[config.mk]
export PLATFORM = sky130hd
export DESIGN_NAME = ov_cfg_sequencer_flat
export DESIGN_NICKNAME = d
export VERILOG_FILES = /design/src/rtl/ov_cfg_sequencer_if.sv /design/src/rtl/ov_cfg_sequencer.sv /design/src/flat_wrapper.sv
export SDC_FILE = /design/constraint.sdc
export NUM_CORES = 1
export LEC_CHECK = 0
export BUFFER_PORTS_ARGS = -buffer_cell sky130_fd_sc_hd__buf_2
export CAP_MARGIN = 30
export CELL_PAD_IN_SITES_DETAIL_PLACEMENT = 1
export CELL_PAD_IN_SITES_GLOBAL_PLACEMENT = 2
export CORE_MARGIN = 5
export CORE_UTILIZATION = 38
export CTS_CLUSTER_SIZE = 16
export DETAILED_ROUTE_END_ITERATION = 7
export PLACE_DENSITY = 0.95
export SLEW_MARGIN = 25
export SYNTH_ARGS = -nofsm -noshare
export SYNTH_HDL_FRONTEND = slang
export SYNTH_SLANG_ARGS = --single-unit
[constraint.sdc]
create_clock -name clock_in -period 5 [get_ports clock_in]
set_input_delay 0.75 -clock clock_in [delete_from_list [all_inputs] [get_ports clock_in]]
set_output_delay 0.75 -clock clock_in [all_outputs]
set_load 0.01 [all_outputs]
[src/rtl/ov_cfg_sequencer_if.sv]
// Bus bundle between the camera init-table sequencer and its environment
// (register ROM, SCCB/I2C write engine, power-up control), plus FSM debug state.
interface ov_cfg_sequencer_if #(
  parameter int ADDR_W = 9
);
  // Engine handshake: iic_start is held high for exactly one full clock_en tick
  // with iic_data stable; the engine then raises iic_done (level). iic_done is
  // only honoured while waiting for completion and while iic_start is low.
  logic              start;
  logic [ADDR_W-1:0] tbl_addr;
  logic [23:0]       tbl_data;
  logic              iic_clk_en;
  logic [23:0]       iic_data;
  logic              iic_enable;
  logic              iic_start;
  logic              iic_done;
  logic              busy;
  logic              cfg_done;
  logic              cfg_err;
  logic [3:0]        dbg_state;

  modport master (
    input  start, tbl_data, iic_done,
    output tbl_addr, iic_clk_en, iic_data, iic_enable, iic_start,
           busy, cfg_done, cfg_err, dbg_state
  );

  modport slave (
    output start, tbl_data, iic_done,
    input  tbl_addr, iic_clk_en, iic_data, iic_enable, iic_start,
           busy, cfg_done, cfg_err, dbg_state
  );
endinterface

[src/rtl/ov_cfg_sequencer.sv]
// Camera register-init sequencer: walks a sync-ROM table and feeds one 24-bit entry per
// SCCB/I2C write transfer. Optional WAIT timeout/ERROR state under OV_CFG_TIMEOUT_EN.
module ov_cfg_sequencer #(
  parameter int CLK_DIV     = 250,
  parameter int ADDR_W      = 9,
  parameter int PWRUP_TICKS = 20000,
  parameter int GAP_TICKS   = 8,
  parameter int DLY_UNIT    = 100
) (
  input  logic                clock_in,
  input  logic                reset_in,
  ov_cfg_sequencer_if.master  bus
);

  function automatic int max2(input int a, input int b);
    return (a > b) ? a : b;
  endfunction

  localparam int TMO_TICKS = 256;
  localparam int CNT_MAX   = max2(max2(PWRUP_TICKS, 255 * DLY_UNIT), max2(GAP_TICKS, TMO_TICKS));
  localparam int CNT_W     = $clog2(CNT_MAX + 1);
  localparam int DIV_W     = $clog2(CLK_DIV);

  typedef enum logic [3:0] {
    S_IDLE, S_PWRUP, S_FETCH, S_DECODE, S_START,
    S_PULSE, S_WAIT, S_GAP, S_DELAY, S_DONE, S_ERROR
  } state_t;

  state_t            state, state_n;
  logic [DIV_W-1:0]  div_cnt;
  logic              tick;
  logic [CNT_W-1:0]  cnt;
  logic [CNT_W-1:0]  cnt_val;
  logic              cnt_ld;
  logic              expire;
  logic [ADDR_W-1:0] ptr;
  logic              ptr_clr;
  logic              ptr_inc;
  logic [23:0]       data_q;
  logic              data_ld;
  logic [15:0]       entry_addr;
  logic              seq_active;

  // Free-running tick divider, independent of the sequencer state.
  always_ff @(posedge clock_in or posedge reset_in) begin
    if (reset_in) begin
      div_cnt <= '0;
    end else if (div_cnt == DIV_W'(CLK_DIV - 1)) begin
      div_cnt <= '0;
    end else begin
      div_cnt <= div_cnt + 1'b1;
    end
  end

  assign tick = (div_cnt == DIV_W'(CLK_DIV - 1));

  // A wait loaded with N finishes on its N-th tick; a zero load finishes at once.
  assign expire     = (cnt == '0) || (tick && (cnt == CNT_W'(1)));
  assign entry_addr = bus.tbl_data[23:8];

  always_ff @(posedge clock_in or posedge reset_in) begin
    if (reset_in) begin
      state <= S_IDLE;
    end else begin
      state <= state_n;
    end
  end

  always_comb begin
    state_n = state;
    cnt_ld  = 1'b0;
    cnt_val = '0;
    ptr_clr = 1'b0;
    ptr_inc = 1'b0;
    data_ld = 1'b0;
    case (state)
      S_IDLE, S_DONE, S_ERROR: begin
        if (bus.start) begin
          state_n = S_PWRUP;
          cnt_ld  = 1'b1;
          cnt_val = CNT_W'(PWRUP_TICKS);
          ptr_clr = 1'b1;
        end
      end
      S_PWRUP: begin
        if (expire) state_n = S_FETCH;
      end
      S_FETCH: state_n = S_DECODE;
      S_DECODE: begin
        if (entry_addr == 16'hFFFF) begin
          state_n = S_DONE;
        end else if (entry_addr == 16'hFFFE) begin
          state_n = S_DELAY;
          cnt_ld  = 1'b1;
          cnt_val = CNT_W'(bus.tbl_data[7:0]) * CNT_W'(DLY_UNIT);
        end else begin
          state_n = S_START;
          data_ld = 1'b1;
        end
      end
      S_START: begin
        if (tick) state_n = S_PULSE;
      end
      S_PULSE: begin
        if (tick) begin
          state_n = S_WAIT;
`ifdef OV_CFG_TIMEOUT_EN
          cnt_ld  = 1'b1;
          cnt_val = CNT_W'(TMO_TICKS);
`endif
        end
      end
      S_WAIT: begin
        if (bus.iic_done) begin
          state_n = S_GAP;
          cnt_ld  = 1'b1;
          cnt_val = CNT_W'(GAP_TICKS);
        end
`ifdef OV_CFG_TIMEOUT_EN
        else if (expire) begin
          state_n = S_ERROR;
        end
`endif
      end
      S_GAP, S_DELAY: begin
        // The last table slot has no successor: finish rather than wrap to entry 0.
        if (expire) begin
          if (ptr == '1) begin
            state_n = S_DONE;
          end else begin
            state_n = S_FETCH;
            ptr_inc = 1'b1;
          end
        end
      end
      default: state_n = S_IDLE;
    endcase
  end

  always_ff @(posedge clock_in or posedge reset_in) begin
    if (reset_in) begin
      cnt    <= '0;
      ptr    <= '0;
      data_q <= '0;
    end else begin
      if (cnt_ld) begin
        cnt <= cnt_val;
      end else if (tick && (cnt != '0)) begin
        cnt <= cnt - 1'b1;
      end
      if (ptr_clr) begin
        ptr <= '0;
      end else if (ptr_inc) begin
        ptr <= ptr + 1'b1;
      end
      if (data_ld) begin
        data_q <= bus.tbl_data;
      end
    end
  end

  // Outputs decode straight from the async-reset state so reset releases the bus at once.
  assign seq_active     = !((state == S_IDLE) || (state == S_DONE) || (state == S_ERROR));
  assign bus.tbl_addr   = ptr;
  assign bus.iic_clk_en = tick;
  assign bus.iic_data   = data_q;
  assign bus.iic_start  = (state == S_PULSE);
  assign bus.iic_enable = seq_active;
  assign bus.busy       = seq_active;
  assign bus.cfg_done   = (state == S_DONE);
  assign bus.dbg_state  = state;
`ifdef OV_CFG_TIMEOUT_EN
  assign bus.cfg_err    = (state == S_ERROR);
`else
  assign bus.cfg_err    = 1'b0;
`endif

endmodule

[src/flat_wrapper.sv]
// flat-port wrapper written by rule: the top's interface ports become plain ports
module ov_cfg_sequencer_flat 
#(
  parameter int CLK_DIV     = 250,
  parameter int ADDR_W      = 9,
  parameter int PWRUP_TICKS = 20000,
  parameter int GAP_TICKS   = 8,
  parameter int DLY_UNIT    = 100
)
  (clock_in, reset_in, bus_start, bus_tbl_data, bus_iic_done, bus_tbl_addr, bus_iic_clk_en, bus_iic_data, bus_iic_enable, bus_iic_start, bus_busy, bus_cfg_done, bus_cfg_err, bus_dbg_state);
  ov_cfg_sequencer_if #(.ADDR_W(ADDR_W)) bus_i ();
  input  logic clock_in;
  input  logic reset_in;
  input wire logic [$bits(bus_i.start)-1:0] bus_start;
  input wire logic [$bits(bus_i.tbl_data)-1:0] bus_tbl_data;
  input wire logic [$bits(bus_i.iic_done)-1:0] bus_iic_done;
  output wire logic [$bits(bus_i.tbl_addr)-1:0] bus_tbl_addr;
  output wire logic [$bits(bus_i.iic_clk_en)-1:0] bus_iic_clk_en;
  output wire logic [$bits(bus_i.iic_data)-1:0] bus_iic_data;
  output wire logic [$bits(bus_i.iic_enable)-1:0] bus_iic_enable;
  output wire logic [$bits(bus_i.iic_start)-1:0] bus_iic_start;
  output wire logic [$bits(bus_i.busy)-1:0] bus_busy;
  output wire logic [$bits(bus_i.cfg_done)-1:0] bus_cfg_done;
  output wire logic [$bits(bus_i.cfg_err)-1:0] bus_cfg_err;
  output wire logic [$bits(bus_i.dbg_state)-1:0] bus_dbg_state;
  assign bus_i.start = bus_start;
  assign bus_i.tbl_data = bus_tbl_data;
  assign bus_i.iic_done = bus_iic_done;
  assign bus_tbl_addr = bus_i.tbl_addr;
  assign bus_iic_clk_en = bus_i.iic_clk_en;
  assign bus_iic_data = bus_i.iic_data;
  assign bus_iic_enable = bus_i.iic_enable;
  assign bus_iic_start = bus_i.iic_start;
  assign bus_busy = bus_i.busy;
  assign bus_cfg_done = bus_i.cfg_done;
  assign bus_cfg_err = bus_i.cfg_err;
  assign bus_dbg_state = bus_i.dbg_state;
  ov_cfg_sequencer #(.CLK_DIV(CLK_DIV), .ADDR_W(ADDR_W), .PWRUP_TICKS(PWRUP_TICKS), .GAP_TICKS(GAP_TICKS), .DLY_UNIT(DLY_UNIT)) u_core (.clock_in(clock_in), .reset_in(reset_in), .bus(bus_i));
endmodule
======== Yosys cells after proc, flatten, opt, wreduce, memory -nomap -nowiden ========
Cells that the tools add are included.
word-level totals
  register bits ........................... 60
  latch bits .............................. 0
  memory bits (writable) .................. 0
  bits in read-only memories .............. 0
  bits of input ports ..................... 28
  logic and storage cells ................. 76
  memories kept ........................... 0
operators by class
  add/sub/neg operators ................... 3
  multiply operators ...................... 1
  div/mod/pow operators ................... 0
  $lt $le $gt $ge ......................... 0
  equal/unequal tests ..................... 21
  shift-type cells ........................ 0
  multiplexer cells ....................... 32
  bitwise gates (word level) .............. 0
  reduce and logical (&&, ||, !) cells .... 14
operator list
  cell                   count
  $mux 15                5
  $pmux 15 s3            1
  $mux 4                 10
  $eq 16x16->1 const B   2
  $pmux 4 s8             1
  $mux 9                 2
  $eq 4x3->1 const B     4
  $eq 15x1->1 const B    1
  $logic_not 15->1       1
  $reduce_bool 15->1     1
  $sub 15x1->15 const B  1
  $mul 8x5->13 const B   1
  $eq 4x4->1 const B     3
  $mux 1                 11
  $add 9x1->9 const B    1
  $eq 9x9->1 const B     1
  $add 8x1->8 const B    1
  $eq 4x2->1 const B     2
  $eq 8x8->1 const B     1
  $mux 8                 1
  $ne 2x1->1 const B     4
  $reduce_and 6->1       1
  $eq 4x1->1 const B     1
  $logic_not 4->1        1
  8 further kinds        13

======== Depth between registers and ports, before layout ========
  depth after elaboration ................. 7
  mapped depth ............................ 12

======== Least setup slack after synthesis ========
Ideal clock, no wire load.
  path kind ............................... in2reg
  start point ............................. input bus_tbl_data[2]
  end point ............................... register u_core.cnt[12]
  data arrival time ....................... 3,269 ps
  data required time ...................... 4,928 ps
  setup slack ............................. 1,659 ps
  cell stages on the path ................. 10
  buffers on the path ..................... 0
  path through ............................ ha_1 > ha_1 > fa_1 > ha_1 > nor2b_1 > o31a_1 > o31a_1 > a2111oi_0 > a31oi_1 > nor2_1
on the way
  word-level cells in the longest chain between the ends .. 5
RTL lines
  what                  line                     source
  from (decl)           flat_wrapper.sv:15       input wire logic [$bits(bus_i.tbl_data)-1:0] bus_tbl_data;
  $mul 8x5->13          ov_cfg_sequencer.sv:95   cnt_val = CNT_W'(bus.tbl_data[7:0]) * CNT_W'(DLY_UNIT);
  $mux 15               ov_cfg_sequencer.sv:92   end else if (entry_addr == 16'hFFFE) begin
  $mux 15               ov_cfg_sequencer.sv:90   if (entry_addr == 16'hFFFF) begin
  $pmux 15 s3           ov_cfg_sequencer.sv:76   case (state)
  $mux 15               ov_cfg_sequencer.sv:146  if (cnt_ld) begin
  to (signal assigned)  ov_cfg_sequencer.sv:147  cnt <= cnt_val;
  to (signal assigned)  ov_cfg_sequencer.sv:149  cnt <= cnt - 1'b1;
  to (decl)             ov_cfg_sequencer.sv:32   logic [CNT_W-1:0] cnt;
Every way passes these cells.
A chain may end at the register's enable or synchronous reset.

======== Final worst setup path ========
Ends and elaborated chain as after synthesis.

==> qor.yml <==
grt_usage: 0.178
finalMaxSlewViolations: 0
num_vias: 3107
nFillCells: 1151
cts_buffers: 9
endpoint: "u_core.cnt[12]"
wl_per_cell_um: 17.2
status: "complete, no violations"
powerDensity_nw_per_um2: 497
clkLatencyLatePin_ns: 0.35
synth.top_cell.area_share: 0.397
htree_levels: 3
seq_area_um2: 1500
die_y_um: 110
synth_cells: 381
leakage_nw: 2.01
start_util: 0.389
setup_viol: 0
cp_num_buf_inv: 1
critical_path_depth: 11
wl_um: 10100
reg2reg_depth: 7
yosysTopAreaCell: "dfrtp_1"
port_buffers: 69
synth_edf_count: 0
clk_pin_slew_worst_paths_ns: 0.07
rsz0062_at_grt: "false"
yosys_register_bits: 60
maxSlewHeadroom: 0.404
gr-total-overflow: 0
worst_r2r_endpoint: "u_core.cnt[2]"
required_ns: 5.29
cp_common_cell: "ha_1"
rows: 36
postSynthAreaPerCell_um2: 9.92
critical_path_class: "input port to flop"
tns_ns: 0
drv_cap: 0
cp_top_family: "adder cells"
preCtsSetupSlack_ns: 1.31
multi_input_area_um2: 2120
tightest_slew_ns: 0.889
path_cells: "buf_2 > ha_1 > ha_1 > fa_1 > ha_1 > nor2b_1 > o31a_1 > o31a_1 > a2111oi_0 > a31oi_1 > nor2_1"
final_antenna_net_count: 0
timing.critical_path.from: "bus_tbl_data[2]"
cts_buffer_depth: 2
hold_violations: 0
via_per_inst: 5.29
dp_hpwl_um: 7720
syn2layout_area_growth_pct: 17.2
ys.warnings.count: 0
die_w_um: 110
cts_tree: "done"
fmax_mhz: 297
post-route-util: 0.455
clock_skew_ns: 0.00625
grt_antenna_before_repair: 0
ir_drop_mv: 0.219
drive_gt1_frac: 0.275
clkSinkCount: 60
dieArea_um2: 12000
synthArstFlopShare: 1.00
first_pass_iters: 4
synthTopCellsByArea: "dfrtp_1, ha_1, mux2_2, xnor2_1, nor2_1"
ys_seq_area_frac: 0.397
setup.worst_path.start_class: "input port"
syn_area_um2: 3780
crit_path_max_incr_delay_ns: 0.49
gp_congestion: 0.807
critical_path.endpoint_type: "flop"
crit_path_top_delay_cell: "fa_1"
cts_hold_buffers: 0
clockRootBuffer: "clkbuf_8"
nets: 515
cts_setup_buffers: 0
grt_pass1_wl_um: 16600
grt_max_degree: 61
drc: 0
ys_types: 61
ys.flop_type: "dfrtp_1"
ctsResizeCount: 0
r2r-start: "u_core.cnt[0]"
grt_pass1_vias: 3337
finalCritPeriodShare: 0.674
arrival_ns: 3.66
layout_setup_ws_ns: 1.63
period_needed_ns: 3.37
core-area_um2: 9730
num_antenna_cells: 0
drt_iter0_drc: 90
reg2reg_setup_slack_ns: 2.14
min_path_type: "flop to flop"
critPathMaxFanout: 5
synth_nets: 447
io_pins: 71
==> per-layer routing <==
| metal | wire length, um | GRT usage | up-vias |
|---|---|---|---|
| met1 | 4260 | 0.209 | 1536 |
| met2 | 5270 | 0.318 | 57 |
| met4 | 80 | 0.0445 | 0 |
| met3 | 483 | 0.0540 | 10 |
| li1 | - | - | 1504 |
| met5 | 0 | 0 | - |
==> cells by family (layout without fill, tap and decap cells) <==
kind of cell             after synthesis  in the layout  synth area share
multiplexers                          24             24            0.0715
buffers and inverters                 39            112            0.0433
AND/OR/NAND/NOR                      120            120             0.172
other                                  1              1          0.000992
flip-flops                            60             60             0.397
XOR/XNOR                              23             23            0.0533
adder cells (fa/ha/maj)               38             38             0.132
AO/OA/AOI/OAI                         76             76             0.130
==> worst min-delay path by stage <==
stage,startpoint,endpoint,cells after the start
global placement,u_core.div_cnt[6],u_core.div_cnt[6],1
CTS,u_core.div_cnt[7],u_core.div_cnt[7],1
floorplan,u_core.div_cnt[6],u_core.div_cnt[6],1
finish,u_core.div_cnt[6],u_core.div_cnt[6],1
global route,u_core.bus.iic_data[4],u_core.bus.iic_data[4],1
detailed placement,u_core.div_cnt[7],u_core.div_cnt[7],1
==> worst register-to-register path: stages (launching register included) <==
cell	delay [ns]
dfrtp_1	0.44
inv_1	0.12
ha_1	0.23
nor3b_1	0.65
a31oi_1	0.47
or3_1	0.53
o21a_1	0.14
o22a_1	0.17
==> synthesized netlist by cell type (7+ instances only) <==
master and instances:
dfrtp_1 60, ha_1 35, nor2_1 31, mux2_2 24, inv_1 23, a21oi_1 19, o21ai_0 19, xnor2_1 16
nor3_1 15, nand2_1 14, nand3_1 14, clkbuf_1 10, xor2_1 7
==> power by group <==
part	switching [mW]	total (mW)	internal, mW	leakage, nW
logic	0.505	0.950	0.445	1.18
clock network	0.208	0.436	0.228	0.0931
registers	0.166	0.818	0.651	0.736
total	0.879	2.20	1.32	2.01
==> cell type report <==
class,count,area share
Clock buffer,11,0.0297
Clock inverter,5,0.0119
Inverter,24,0.0203
Multi-Input combinational cell,282,0.479
Sequential cell,60,0.339
Tap cell,133,0.0376
Timing Repair Buffer,72,0.0825
==> placed cells by master (no fill, tap or decap), types with 4 or more instances in the layout <==
master and n:
a21oi_1 19, a31oi_1 6, and3_1 4, buf_2 70, clkbuf_8 9, dfrtp_1 60, ha_1 35, inv_1 22
mux2_2 24, nand2_1 14, nand2b_1 6, nand3_1 14, nand4_1 6, nor2_1 31, nor3_1 15, nor4_1 4
o21a_1 4, o21ai_0 19, o22ai_1 4, or3_1 4, xnor2_1 16, xor2_1 7
==> flip-flops by register name (all words and copies together), names as in the netlist <==
signal,count
u_core.cnt,15
u_core.bus.iic_data,24
u_core.bus.tbl_addr,9
u_core.div_cnt,8
u_core.bus.dbg_state,4
==> stage by stage <==
| step | hold slack [ns] | cell area, um2 | cells | power (mW) |
|---|---|---|---|---|
| final | 0.491 | 4430 | 587 | 2.20 |
| after global routing | 0.523 | 4430 | 587 | 2.37 |
| after CTS | 0.498 | 4430 | 587 | 2.23 |
| after detailed placement | 0.484 | 4250 | 571 | 1.78 |
| after global placement | 0.460 | 4240 | 570 | 1.73 |
| after floorplan | 0.440 | 3780 | 381 | 1.45 |
Note: power is estimated with default switching activity, not from simulation.
